**config.mk**
```make
export PLATFORM = sky130hd
export DESIGN_NAME = hdmi_audio_clock_regen
export DESIGN_NICKNAME = d
export VERILOG_FILES = /design/src/rtl/hdmi_audio_pkg.sv /design/src/rtl/frac_strobe_gen.sv /design/src/rtl/hdmi_audio_clock_regen.sv
export SDC_FILE = /design/constraint.sdc
export NUM_CORES = 1
export LEC_CHECK = 0
export BUFFER_PORTS_ARGS = -buffer_cell sky130_fd_sc_hd__clkbuf_2
export CORE_MARGIN = 2
export CORE_UTILIZATION = 25
export DETAILED_ROUTE_END_ITERATION = 7
export PLACE_DENSITY = 0.39
export SYNTH_ARGS = -nofsm -noshare
export SYNTH_HDL_FRONTEND = slang
export SYNTH_SLANG_ARGS = --single-unit
```
**constraint.sdc**
```tcl
create_clock -name clk -period 10.25 [get_ports clk]
set_input_delay 1.025 -clock clk [delete_from_list [all_inputs] [get_ports clk]]
set_output_delay 1.025 -clock clk [all_outputs]
set_load 0.01 [all_outputs]
```
**src/rtl/hdmi_audio_pkg.sv**
```systemverilog
// Shared constants and types for the HDMI audio clock-regeneration path.
// The ACR pair type is what the packet generator consumes.
package hdmi_audio_pkg;

   localparam int unsigned SAMPLE_RATE_48K = 48000;
   localparam int unsigned ACR_N_48K       = 6144;
   localparam int          FREQ_W          = 27;
   localparam int          CTS_W           = 20;
   localparam int          ACR_N_W         = 20;

   typedef struct packed {
      logic [ACR_N_W-1:0] n;
      logic [CTS_W-1:0]   cts;
   } acr_pair_t;

endpackage

```
**src/rtl/frac_strobe_gen.sv**
```systemverilog
// Fractional-rate strobe: adds SAMPLE_RATE per cycle and fires on wrap past clk_hz.
// Any change of clk_hz restarts the phase so windows stay exact for the new clock.
module frac_strobe_gen #(
   parameter int unsigned SAMPLE_RATE = hdmi_audio_pkg::SAMPLE_RATE_48K,
   parameter int          FREQ_W      = hdmi_audio_pkg::FREQ_W
) (
   input  logic              clk,
   input  logic              reset_n,
   input  logic [FREQ_W-1:0] clk_hz,
   output logic              en,
   output logic              restart,
   output logic              fire
);
   import hdmi_audio_pkg::*;

   localparam logic [FREQ_W:0] SR_ADD = (FREQ_W+1)'(SAMPLE_RATE);
   localparam logic [FREQ_W:0] EN_MIN = (FREQ_W+1)'(2 * SAMPLE_RATE);

   logic [FREQ_W-1:0] acc_q, acc_d;
   logic [FREQ_W-1:0] clk_hz_q, clk_hz_d;
   logic [FREQ_W:0]   sum;

   always_comb begin
      sum      = {1'b0, acc_q} + SR_ADD;
      restart  = (clk_hz != clk_hz_q);
      en       = ({1'b0, clk_hz} >= EN_MIN);
      clk_hz_d = clk_hz;
      fire     = 1'b0;
      acc_d    = acc_q;
      if (restart || !en) begin
         acc_d = '0;
      end else if (sum >= {1'b0, clk_hz_q}) begin
         acc_d = FREQ_W'(sum - {1'b0, clk_hz_q});
         fire  = 1'b1;
      end else begin
         acc_d = sum[FREQ_W-1:0];
      end
   end

   always_ff @(posedge clk) begin
      if (!reset_n) begin
         acc_q    <= '0;
         clk_hz_q <= clk_hz;
      end else begin
         acc_q    <= acc_d;
         clk_hz_q <= clk_hz_d;
      end
   end

endmodule

```
**src/rtl/hdmi_audio_clock_regen.sv**
```systemverilog
// 48 kHz audio strobe in the pixel-clock domain plus measured N/CTS for ACR packets.
// CTS = pixel clocks spanned by ACR_N/128 audio samples.
module hdmi_audio_clock_regen #(
   parameter int unsigned SAMPLE_RATE = hdmi_audio_pkg::SAMPLE_RATE_48K,
   parameter int unsigned ACR_N       = hdmi_audio_pkg::ACR_N_48K,
   parameter int          FREQ_W      = hdmi_audio_pkg::FREQ_W,
   parameter int          CTS_W       = hdmi_audio_pkg::CTS_W
) (
   input  logic                               clk,
   input  logic                               reset_n,
   input  logic [FREQ_W-1:0]                  clk_hz,
   output logic                               audio_sample,
   output logic [hdmi_audio_pkg::ACR_N_W-1:0] acr_n,
   output logic [CTS_W-1:0]                   acr_cts,
   output logic                               acr_cts_stb,
   output logic                               acr_valid
);
   import hdmi_audio_pkg::*;

   localparam int unsigned     WIN_SMP  = ACR_N / 128;
   localparam int              SMP_W    = (WIN_SMP > 1) ? $clog2(WIN_SMP) : 1;
   localparam logic [SMP_W-1:0] SMP_LAST = SMP_W'(WIN_SMP - 1);

   logic en, restart, fire;

   frac_strobe_gen #(
      .SAMPLE_RATE (SAMPLE_RATE),
      .FREQ_W      (FREQ_W)
   ) u_strobe (
      .clk     (clk),
      .reset_n (reset_n),
      .clk_hz  (clk_hz),
      .en      (en),
      .restart (restart),
      .fire    (fire)
   );

   logic [CTS_W-1:0] cyc_cnt_q, cyc_cnt_d, cyc_inc;
   logic [SMP_W-1:0] smp_cnt_q, smp_cnt_d;
   logic [CTS_W-1:0] acr_cts_q, acr_cts_d;
   logic             acr_cts_stb_q, acr_cts_stb_d;
   logic             acr_valid_q, acr_valid_d;
   logic             audio_sample_q, audio_sample_d;

   always_comb begin
      cyc_inc        = (&cyc_cnt_q) ? cyc_cnt_q : cyc_cnt_q + 1'b1;
      cyc_cnt_d      = cyc_cnt_q;
      smp_cnt_d      = smp_cnt_q;
      acr_cts_d      = acr_cts_q;
      acr_valid_d    = acr_valid_q;
      acr_cts_stb_d  = 1'b0;
      audio_sample_d = 1'b0;
      // acr_cts survives a restart; only validity is withdrawn
      if (restart || !en) begin
         cyc_cnt_d   = '0;
         smp_cnt_d   = '0;
         acr_valid_d = 1'b0;
      end else begin
         audio_sample_d = fire;
         cyc_cnt_d      = cyc_inc;
         if (fire) begin
            if (smp_cnt_q == SMP_LAST) begin
               acr_cts_d     = cyc_inc;
               acr_cts_stb_d = 1'b1;
               acr_valid_d   = 1'b1;
               cyc_cnt_d     = '0;
               smp_cnt_d     = '0;
            end else begin
               smp_cnt_d = smp_cnt_q + 1'b1;
            end
         end
      end
   end

   always_ff @(posedge clk) begin
      if (!reset_n) begin
         cyc_cnt_q      <= '0;
         smp_cnt_q      <= '0;
         acr_cts_q      <= '0;
         acr_cts_stb_q  <= 1'b0;
         acr_valid_q    <= 1'b0;
         audio_sample_q <= 1'b0;
      end else begin
         cyc_cnt_q      <= cyc_cnt_d;
         smp_cnt_q      <= smp_cnt_d;
         acr_cts_q      <= acr_cts_d;
         acr_cts_stb_q  <= acr_cts_stb_d;
         acr_valid_q    <= acr_valid_d;
         audio_sample_q <= audio_sample_d;
      end
   end

   assign audio_sample = audio_sample_q;
   assign acr_n        = ACR_N_W'(ACR_N);
   assign acr_cts      = acr_cts_q;
   assign acr_cts_stb  = acr_cts_stb_q;
   assign acr_valid    = acr_valid_q;

endmodule

```
### Word-level counts from Yosys, hierarchy flattened

Cells that the tools add are included.

* register bits: 103
* input bits: 29
* output and inout bits: 43

* add/sub/neg operators: 4
* order comparisons: 2
* eq/ne operators: 2
* muxes and demuxes: 8
* bitwise operators: 3
* reduce and logical (&&, ||, !) cells: 7

Operator list (number)
* 2-to-1 mux 20 bit: 3
* adder 27 x 16 -> 28 bit (second input constant): 1
* >= comparator 28 x 27 -> 1 bit: 1
* >= comparator 27 x 17 -> 1 bit (second input constant): 1
* 2-to-1 mux 27 bit: 1
* inequality test 27 bit: 1
* subtractor 27 bit: 1
* adder 20 x 1 -> 20 bit (second input constant): 1
* AND reduction 20 bit: 1
* adder 6 x 1 -> 6 bit (second input constant): 1
* == test 6 bit (second input constant): 1
* 2-to-1 mux 6 bit: 1
* 2-to-1 mux 1 bit: 3
* inverter 1 bit: 3
* AND reduction 3 bit: 1
* OR reduction 3 bit: 1
* AND reduction 2 bit: 1
* OR reduction 2 bit: 1
* zero test 1 bit: 1
* logical OR 1 bit: 1

### Longest topological paths before layout

Gate-level depths: netlist of the first run.

* depth in word-level cells: 6
* mapped depth: 19
* gate-level depth less buffers: 17

### Cells and area by module

Synthesis of the first run repeated with hierarchy kept, for this count alone.

* cells, all modules: 670
* area, all modules: 5795.6 um^2

Modules (own cells, without submodules)
* frac_strobe_gen: instances 1, cells each 422, area an instance 3621.0 um^2
* hdmi_audio_clock_regen: instances 1, cells each 248, area an instance 2174.6 um^2

### Least setup slack after synthesis of the first run

OpenSTA, ideal clock, no wires.

* path type: reg2reg
* start: register u_strobe.acc_q[7]
* end: register u_strobe.acc_q[25]
* setup time: 0.070 ns
* arrival: 3.680 ns
* data required time: 10.180 ns
* slack: 6.499 ns
* stages on the path, launching flop included: 17
* cell sequence: dfxtp_1 > inv_1 > ha_1 > nand2b_1 > a2111o_1 > a21oi_2 > nor2_1 > and3_1 > xor2_1 > ha_1 > clkbuf_1 > nand3_1 > or4b_1 > a31oi_2 > nor2_2 > or3b_2 > a21oi_1

* word-level cells in the longest chain between the ends: 3
* elaborated cells between the ends (all ways): 4
* those cells by class: add/sub (2); order compare (1); mux (1)

RTL lines
* start: declaration: line frac_strobe_gen.sv:19 `logic [FREQ_W-1:0] acc_q, acc_d;`
* start signal: assignment: line frac_strobe_gen.sv:42 `acc_q <= '0;`
* start signal: assignment: line frac_strobe_gen.sv:45 `acc_q <= acc_d;`
* adder 27 x 16 -> 28 bit *: line frac_strobe_gen.sv:24 `sum = {1'b0, acc_q} + SR_ADD;`
* subtractor 27 bit or >= comparator 28 x 27 -> 1 bit (tied branches): line frac_strobe_gen.sv:33, frac_strobe_gen.sv:32
* 2-to-1 mux 27 bit *: line frac_strobe_gen.sv:32 `end else if (sum >= {1'b0, clk_hz_q}) begin`

Mark *: on every way between the ends. The rest lies on a longest branch, timed or not.
A chain may end at the register's enable or synchronous reset.

### Worst setup path in the final report of the first run

* start: register u_strobe.acc_q[9]
* end: register cyc_cnt_q[17]

* word-level cells in the longest chain between the ends: 5

RTL lines
* adder 27 x 16 -> 28 bit: line frac_strobe_gen.sv:24
* >= comparator 28 x 27 -> 1 bit: line frac_strobe_gen.sv:32
* 2-to-1 mux 1 bit: line frac_strobe_gen.sv:32
* 2-to-1 mux 1 bit: line frac_strobe_gen.sv:30 `if (restart || !en) begin`
* 2-to-1 mux 20 bit: line hdmi_audio_clock_regen.sv:61 `if (fire) begin`
* end signal: assignment: line hdmi_audio_clock_regen.sv:84 `cyc_cnt_q <= cyc_cnt_d;`
* end: declaration: line hdmi_audio_clock_regen.sv:38 `logic [CTS_W-1:0] cyc_cnt_q, cyc_cnt_d, cyc_inc;`

Every way passes these cells.

==> impl_results.rst, run 1 <==
.. list-table::
   :header-rows: 1

   * - Metric
     - Value
   * - Core Region
     - between 20000 and 25000 µm²
   * - Setup TNS
     - 0 ns
   * - Post-CTS Hold Fix Bufs
     - 0
   * - Number of antenna violations at the first check in global routing
     - 0
   * - Worst reg-to-reg setup slack
     - 4.93 ns
   * - Area of the die
     - 24700 µm²
   * - Top-level port count
     - 72
   * - HP Class
     - register to register
   * - Compound-gate portion of the synthesized area
     - 16.3%
   * - Insertion delay to the later sink of the worst-skew pair
     - about 0.36 ns
   * - Number of rows in the core area
     - 56
   * - DR WL/cell
     - about 15 µm
   * - Worst Hold Launch
     - acr_cts[17]
   * - Count of H-tree levels built during CTS
     - 3
   * - # placed instances
     - 1055
   * - DRC errors left
     - 0
   * - PD cells
     - 127 nW/µm²
   * - FILL cells
     - 2592
   * - Yosys cell types
     - 63
   * - Design Area, Final
     - 6620 µm²
   * - Flops & latches, synth
     - 103
   * - Required time of the critical path
     - 10.52 ns
   * - Die height
     - 157 µm
   * - Share of the synthesized area in the top cell type
     - between 30% and 40%
   * - Final layout net count
     - 807
   * - Pins Over Slew Limit
     - 0
   * - Crit path time final
     - 5.32 ns
   * - Startpoint of the worst register-to-register path
     - u_strobe.acc_q[9]
   * - Pin count of the biggest net entering global routing
     - 45
   * - Largest fanout of any net on the critical path
     - 44
   * - Clock sink total
     - 103
   * - IO buf count
     - about 50
   * - Number of global-route vias before repair
     - about 4600
   * - Most area-consuming cells after synthesis
     - dfxtp_1, ha_1, xnor2_1
   * - Transition time of the tightest slew-check pin
     - 0.996 ns
   * - Type of destination of the critical path
     - register
   * - Reg-to-reg critical path endpoint
     - cyc_cnt_q[17]
   * - Total wirelength of the detailed-routed design
     - about 16 mm
   * - Crit-path leading delay family
     - compound AO/OA/AOI/OAI gates
   * - Max-slew headroom
     - 33.3%
   * - Clock tree from TritonCTS
     - built
   * - Number of hold violations in the final report
     - 0
   * - Cell-by-cell listing of the critical path
     - o31a_1, nor4_1, o21bai_1, xor2_1, ha_1, and3_1, a221oi_2, o21ai_1, a221oi_1, a31oi_2, o211ai_4, nand3_1, a21oi_2
   * - Area growth from synthesis to layout
     - 12.9%
   * - Number of buffers on the longest clock path
     - 2
   * - Post-synthesis instance area
     - 5860 µm²
   * - Most area-hungry cell type in the Yosys netlist
     - dfxtp_1
   * - Total iterations of the first detailed-routing run
     - 4
   * - Startpoint type of the worst setup path
     - register
   * - Initial Utilization
     - 25.2%
   * - Final estimated routing congestion in global placement
     - 0.734
   * - Data arrival at the endpoint of the critical path
     - around 5.6 ns
   * - Leading cell types by count after synthesis
     - dfxtp_1, nand2_1, nand3_1
   * - Post-synth EDFFs
     - 0
   * - Diodes inserted
     - 0
   * - Proportion of synthesized chip area in sequential cells
     - approximately a third
   * - Post-synth top flop
     - dfxtp_1
   * - DR iter-0 viols
     - 258
   * - Post-synthesis mux area share
     - 0.705%
   * - Leakage
     - around 2.7 nW
   * - Layout cell share with drive strength beyond 1
     - around 10%
   * - Worst reg-to-reg path cell count
     - 13
   * - GRT Total Usage
     - between 10% and 20%
   * - First-pass GRT wire length
     - 25.1 mm
   * - Post-route clock period utilization
     - 51.9%
   * - Xor and xnor fraction of the mapped netlist area
     - 11.7%
   * - # Max-Cap Violations
     - 0
   * - Clock-pin slew of the registers on the worst-case setup and hold paths
     - about 0.07 ns
   * - Root buffer selected by CTS
     - clkbuf_16
   * - Fraction of the mapped netlist area in simple logic gates
     - between 20 and 25%
   * - Most numerous cell in the Yosys netlist
     - dfxtp_1
   * - Adder-cell share of the synthesized area
     - 6.75%
   * - Main combinational cell family by area after synthesis
     - simple AND/OR/NAND/NOR gates
   * - Yosys warning total
     - 0
   * - Max Clock Skew
     - 0.0109 ns
   * - Number of cells produced by synthesis
     - 712
   * - Final non-filler cell total
     - around 1100
   * - Vias
     - between 4000 and 5000
   * - Slowest stage cell, crit path
     - o211ai_4
   * - Cell area after placement
     - 6320 µm²
   * - Min-Delay Endpoint
     - acr_cts[17]
   * - HPWL Detailed
     - 11.9 mm
   * - Combined buffer and inverter count along the critical path
     - 0
   * - Status
     - completed
   * - Total grt overflow
     - 0
   * - Minimum setup slack after placement
     - 4.73 ns
   * - Post-CTS Setup Inserts
     - 0
   * - Ratio of routed vias to standard cells
     - roughly 4.5
   * - Highest ir drop seen on vdd
     - approximately 0.07 mV
   * - Resized cells post-CTS
     - 0
   * - Antenna-violating nets left
     - 0
   * - Largest stage delay on the critical path
     - 0.84 ns
   * - Final setup slack of the worst path
     - 4.93 ns
   * - Syn Area/Cell
     - a little over 8 µm²
   * - CP Class
     - register to register
   * - Max frequency
     - 188 MHz
   * - # setup viols final
     - 0
   * - Proportion of register bits with asynchronous set or reset after synthesis
     - 0%
   * - Worst Hold Path Cells
     - 2
   * - Unrepaired setup endpoints after global routing
     - no
   * - Clock buffers created by TritonCTS
     - 9
   * - Chip width
     - 157 µm
logic make-up after synthesis:
family | Yosys count
other cells | 2
buf+inv | 87
simple gates | 263
compound gates | 144
xor+xnor | 78
mux | 4
flops | 103
fa+ha+maj | 31
worst max path at each step:
stage | startpoint | endpoint | slack [ns] | cells past startpoint
finish | u_strobe.acc_q[9] | cyc_cnt_q[17] | 4.93 | 13
global route | u_strobe.acc_q[9] | cyc_cnt_q[10] | 4.31 | 13
CTS | u_strobe.acc_q[9] | cyc_cnt_q[17] | 4.73 | 13
detailed placement | u_strobe.acc_q[9] | cyc_cnt_q[3] | 4.73 | 13
global placement | u_strobe.acc_q[9] | cyc_cnt_q[17] | 4.85 | 13
floorplan | u_strobe.acc_q[7] | u_strobe.acc_q[25] | 6.50 | 16
through the flow:
stage | total power, W | hold slack (ns) | utilization [%]
finish | 0.000838 | 0.458 | 28.4
global route | 0.000875 | 0.482 | 28.4
CTS | 0.000851 | 0.462 | 28.4
detailed placement | 0.000491 | 0.445 | 27.2
global placement | 0.000492 | 0.444 | 27.2
floorplan | 0.000471 | 0.436 | -
power breakdown:
| group | total, W | internal [W] | leakage [nW] | switching, W |
|---|---|---|---|---|
| clock network | 0.000356 | 0.000192 | 0.137 | 0.000165 |
| registers | 0.000409 | 0.000406 | 0.840 | 0.00000397 |
| logic | 0.0000718 | 0.0000269 | 1.73 | 0.0000450 |
state kept, by name (all words and copies together) (netlist names):
signal,flops
audio_sample,1
u_strobe.clk_hz_q,27
acr_valid,1
smp_cnt_q,6
acr_cts_stb,1
u_strobe.acc_q,27
cyc_cnt_q,20
acr_cts,20
cell type report:
| type | instances | area (µm²) | area share, % |
|---|---|---|---|
| clock buffer | 12 | 236 | 3.57 |
| clock inverter | 4 | 55.1 | 0.832 |
| inverter | 41 | 154 | 2.33 |
| multi-input combinational | 540 | 3450 | 52.1 |
| sequential | 103 | 2060 | 31.2 |
| tap | 319 | 399 | 6.03 |
| timing repair buffer | 52 | 263 | 3.97 |
worst register-to-register path: stages, from the launching register on:
cell	delay (ns)
dfxtp_1	0.34
o31a_1	0.33
nor4_1	0.40
o21bai_1	0.25
xor2_1	0.21
ha_1	0.37
and3_1	0.27
a221oi_2	0.27
o21ai_1	0.14
a221oi_1	0.42
a31oi_2	0.26
o211ai_4	0.84
nand3_1	0.83
a21oi_2	0.32
per-layer routing:
metal  share of wire [%]  vias to the layer above  GRT usage [%]
li1                    -                     2494              -
met1                  52                     2241           19.1
met2                  43                       74           19.9
met3                 3.4                       14           1.87
met4                 1.7                        0           4.72
met5                   0                        -              0
placed cells by master, fill, tap and decap left out, types with 30 or more instances in the layout:
| cell type | instances |
|---|---|
| a21oi_1 | 43 |
| clkbuf_2 | 51 |
| dfxtp_1 | 103 |
| ha_1 | 30 |
| inv_1 | 41 |
| nand2_1 | 81 |
| nand3_1 | 46 |
| nor2_1 | 42 |
| xnor2_1 | 42 |
| xor2_1 | 36 |
No activity file was read; power rests on OpenSTA's default activity.
==> run 2: changes to the inputs <==
- clock period: 10.25 -> 5.2 ns (I/O delays scaled with it)
==> impl_results.rst, run 2 (synthesis gave the netlist of run 1 again) <==
.. list-table::
   :header-rows: 1

   * - Metric
     - Value
   * - Status
     - completed
   * - Clock-pin slew of the registers on the worst-case setup and hold paths
     - 0.08 ns (about the same)
   * - First-pass GRT wire length
     - 25.4 mm (+1.2%)
   * - HPWL Detailed
     - 12.0 mm (+1.4%)
   * - Final-layout worst hold slack
     - 0.289 ns (-0.169 ns)
   * - Setup TNS
     - 0 ns (unchanged)
   * - Largest stage delay on the critical path
     - 0.54 ns (-0.30 ns)
   * - Count of H-tree levels built during CTS
     - 3 (unchanged)
   * - Core Region
     - 23300 µm² (unchanged)
   * - DR iter-0 viols
     - 236 (-8.5%)
   * - Top-level port count
     - 72 (unchanged)
   * - Highest ir drop seen on vdd
     - 0.126 mV (+78%)
   * - Leading registers by flop count
     - u_strobe.acc_q: 27 flops, u_strobe.clk_hz_q: 27 flops
   * - Max frequency
     - 227 MHz (+21%)
   * - Number of rows in the core area
     - 56 (unchanged)
   * - PD cells
     - 251 nW/µm² (+98%)
   * - Number of global-route vias before repair
     - 4682 (+1.2%)
   * - Antenna-violating nets left
     - 0 (unchanged)
   * - Area growth from synthesis to layout
     - 14.0%
   * - Unrepaired setup endpoints after global routing
     - no
   * - Type of destination of the critical path
     - register
   * - Pin count of the biggest net entering global routing
     - 44 (-2.2%)
   * - FILL cells
     - 2601 (+0.35%)
   * - DR WL/cell
     - 14.6 µm (+0.23%)
   * - Most common cell after layout, fill and taps aside
     - dfxtp_1
   * - Cell area after placement
     - 6370 µm² (+0.79%)
   * - Ratio of routed vias to standard cells
     - 4.48 (-0.50%)
   * - IO buf count
     - 51 (unchanged)
   * - Largest fanout of any net on the critical path
     - 18 (-59%)
   * - Total iterations of the first detailed-routing run
     - 5 (+1)
   * - Clock tree from TritonCTS
     - built
   * - DRC errors left
     - 0 (unchanged)
   * - Clock sink total
     - 103 (unchanged)
   * - Max Clock Skew
     - 0.0140 ns (+0.00312 ns)
   * - Max-slew headroom
     - 56.1% (+23 points)
   * - Post-CTS Hold Fix Bufs
     - 0 (unchanged)
   * - Root buffer selected by CTS
     - clkbuf_16
   * - Initial Utilization
     - 25.2% (unchanged)
   * - Pins Over Slew Limit
     - 0 (unchanged)
   * - Area of the die
     - 24700 µm² (unchanged)
   * - Final layout net count
     - 813 (+0.74%)
   * - GRT Total Usage
     - 13.3% (+0.089 points)
   * - Cell-by-cell listing of the critical path
     - o31a_1, nor4_1, o21bai_1, nor2b_1, xor2_1, ha_1, and2_1, nand3_1, or4b_1, a31oi_2, or2_1, buf_12, nor2_1, a211oi_1
   * - Number of buffers on the longest clock path
     - 2 (unchanged)
   * - Commonest cells after routing, fill and taps aside
     - dfxtp_1, nand2_1, clkbuf_2
   * - Layout cell share with drive strength beyond 1
     - 11.2% (+0.84 points)
   * - HP Class
     - input pin to register
   * - Sequential standard cell area
     - 2060 µm² (unchanged)
   * - Leakage
     - 2.73 nW (+1.1%)
   * - Required time of the critical path
     - 5.48 ns (-5.04 ns)
   * - Die height
     - 157 µm (unchanged)
   * - Clock buffers created by TritonCTS
     - 9 (unchanged)
   * - Chip width
     - 157 µm (unchanged)
   * - Minimum setup slack after placement
     - 0.721 ns (-4.01 ns)
   * - Design Area, Final
     - 6680 µm² (+0.96%)
   * - Data arrival at the endpoint of the critical path
     - 4.70 ns (-0.89 ns)
   * - Multi-input gate area in the final layout
     - 3440 µm² (-0.22%)
   * - Slowest stage cell, crit path
     - or4b_1
   * - CP Class
     - register to register
   * - Post-CTS Setup Inserts
     - 0 (unchanged)
   * - Crit path time final
     - 4.41 ns (-0.907 ns)
   * - # setup viols final
     - 0 (unchanged)
   * - Post-route clock period utilization
     - 84.9% (+33 points)
   * - Number of antenna violations at the first check in global routing
     - 0 (unchanged)
   * - Final setup slack of the worst path
     - 0.786 ns (-4.14 ns)
   * - Startpoint type of the worst setup path
     - register
   * - Transition time of the tightest slew-check pin
     - 0.653 ns (-0.343 ns)
   * - Total grt overflow
     - 0 (unchanged)
   * - Overall power after layout
     - 0.00168 W (+100%)
   * - Total wirelength of the detailed-routed design
     - 15.7 mm (+0.79%)
   * - # Max-Cap Violations
     - 0 (unchanged)
   * - Vias
     - 4826 (+0.062%)
   * - Final estimated routing congestion in global placement
     - 0.779 (+6.0%)
   * - Number of hold violations in the final report
     - 0 (unchanged)
   * - Insertion delay to the later sink of the worst-skew pair
     - 0.36 ns (about the same)
   * - Diodes inserted
     - 0 (unchanged)
   * - Resized cells post-CTS
     - 0 (unchanged)
-- run 2: through the flow --
step	std cells	util [%]
floorplan	730	-
global placement	1061	27.4
detailed placement	1061	27.4
CTS	1077	28.7
global route	1077	28.7
finish	1077	28.7
-- run 2: path summary, 6_finish.rpt --
| check | cells after the start | end | slack, ns | from |
|---|---|---|---|---|
| worst max-delay path | 14 | u_strobe.acc_q[19] | 0.79 | u_strobe.acc_q[9] |
| worst min-delay path | 1 | u_strobe.clk_hz_q[3] | 0.29 | clk_hz[3] |
| worst max register to register | 14 | u_strobe.acc_q[19] | 0.79 | u_strobe.acc_q[9] |
| worst min register to register | 2 | acr_valid | 0.45 | acr_valid |
-- run 2: final cells by class --
| type | instances | area share [%] |
|---|---|---|
| Clock inverter | 6 | 1.14 |
| Clock buffer | 10 | 3.43 |
| Sequential cell | 103 | 30.9 |
| Inverter | 41 | 2.30 |
| Multi-Input combinational cell | 540 | 51.5 |
| Timing Repair Buffer | 58 | 4.79 |
| Tap cell | 319 | 5.97 |
-- run 2: where the power goes --
| part | internal (W) | total (W) | switching (W) |
|---|---|---|---|
| combinational | 0.0000531 | 0.000143 | 0.0000903 |
| clock | 0.000383 | 0.000727 | 0.000343 |
| sequential | 0.000799 | 0.000807 | 0.00000743 |
-- run 2: critical path, delay by kind of cell, from the launching register on --
family,cells,cell delay [ns]
xor gates and xnor gates,1,0.17
buffers and inverters,1,0.22
and+or+nand+nor,7,2.09
AOI/OAI and AO/OA,4,1.17
adders and majority gates,1,0.36
DFF,1,0.34
-- run 2: routing by layer --
metal / part of all wire [%] / GRT usage (%) / wire length (µm)
met4: 1.6 / 3.90 / 244
met3: 3.7 / 2.56 / 576
met1: 52 / 19.3 / 8120
met5: 0 / 0 / 0
met2: 43 / 19.8 / 6740
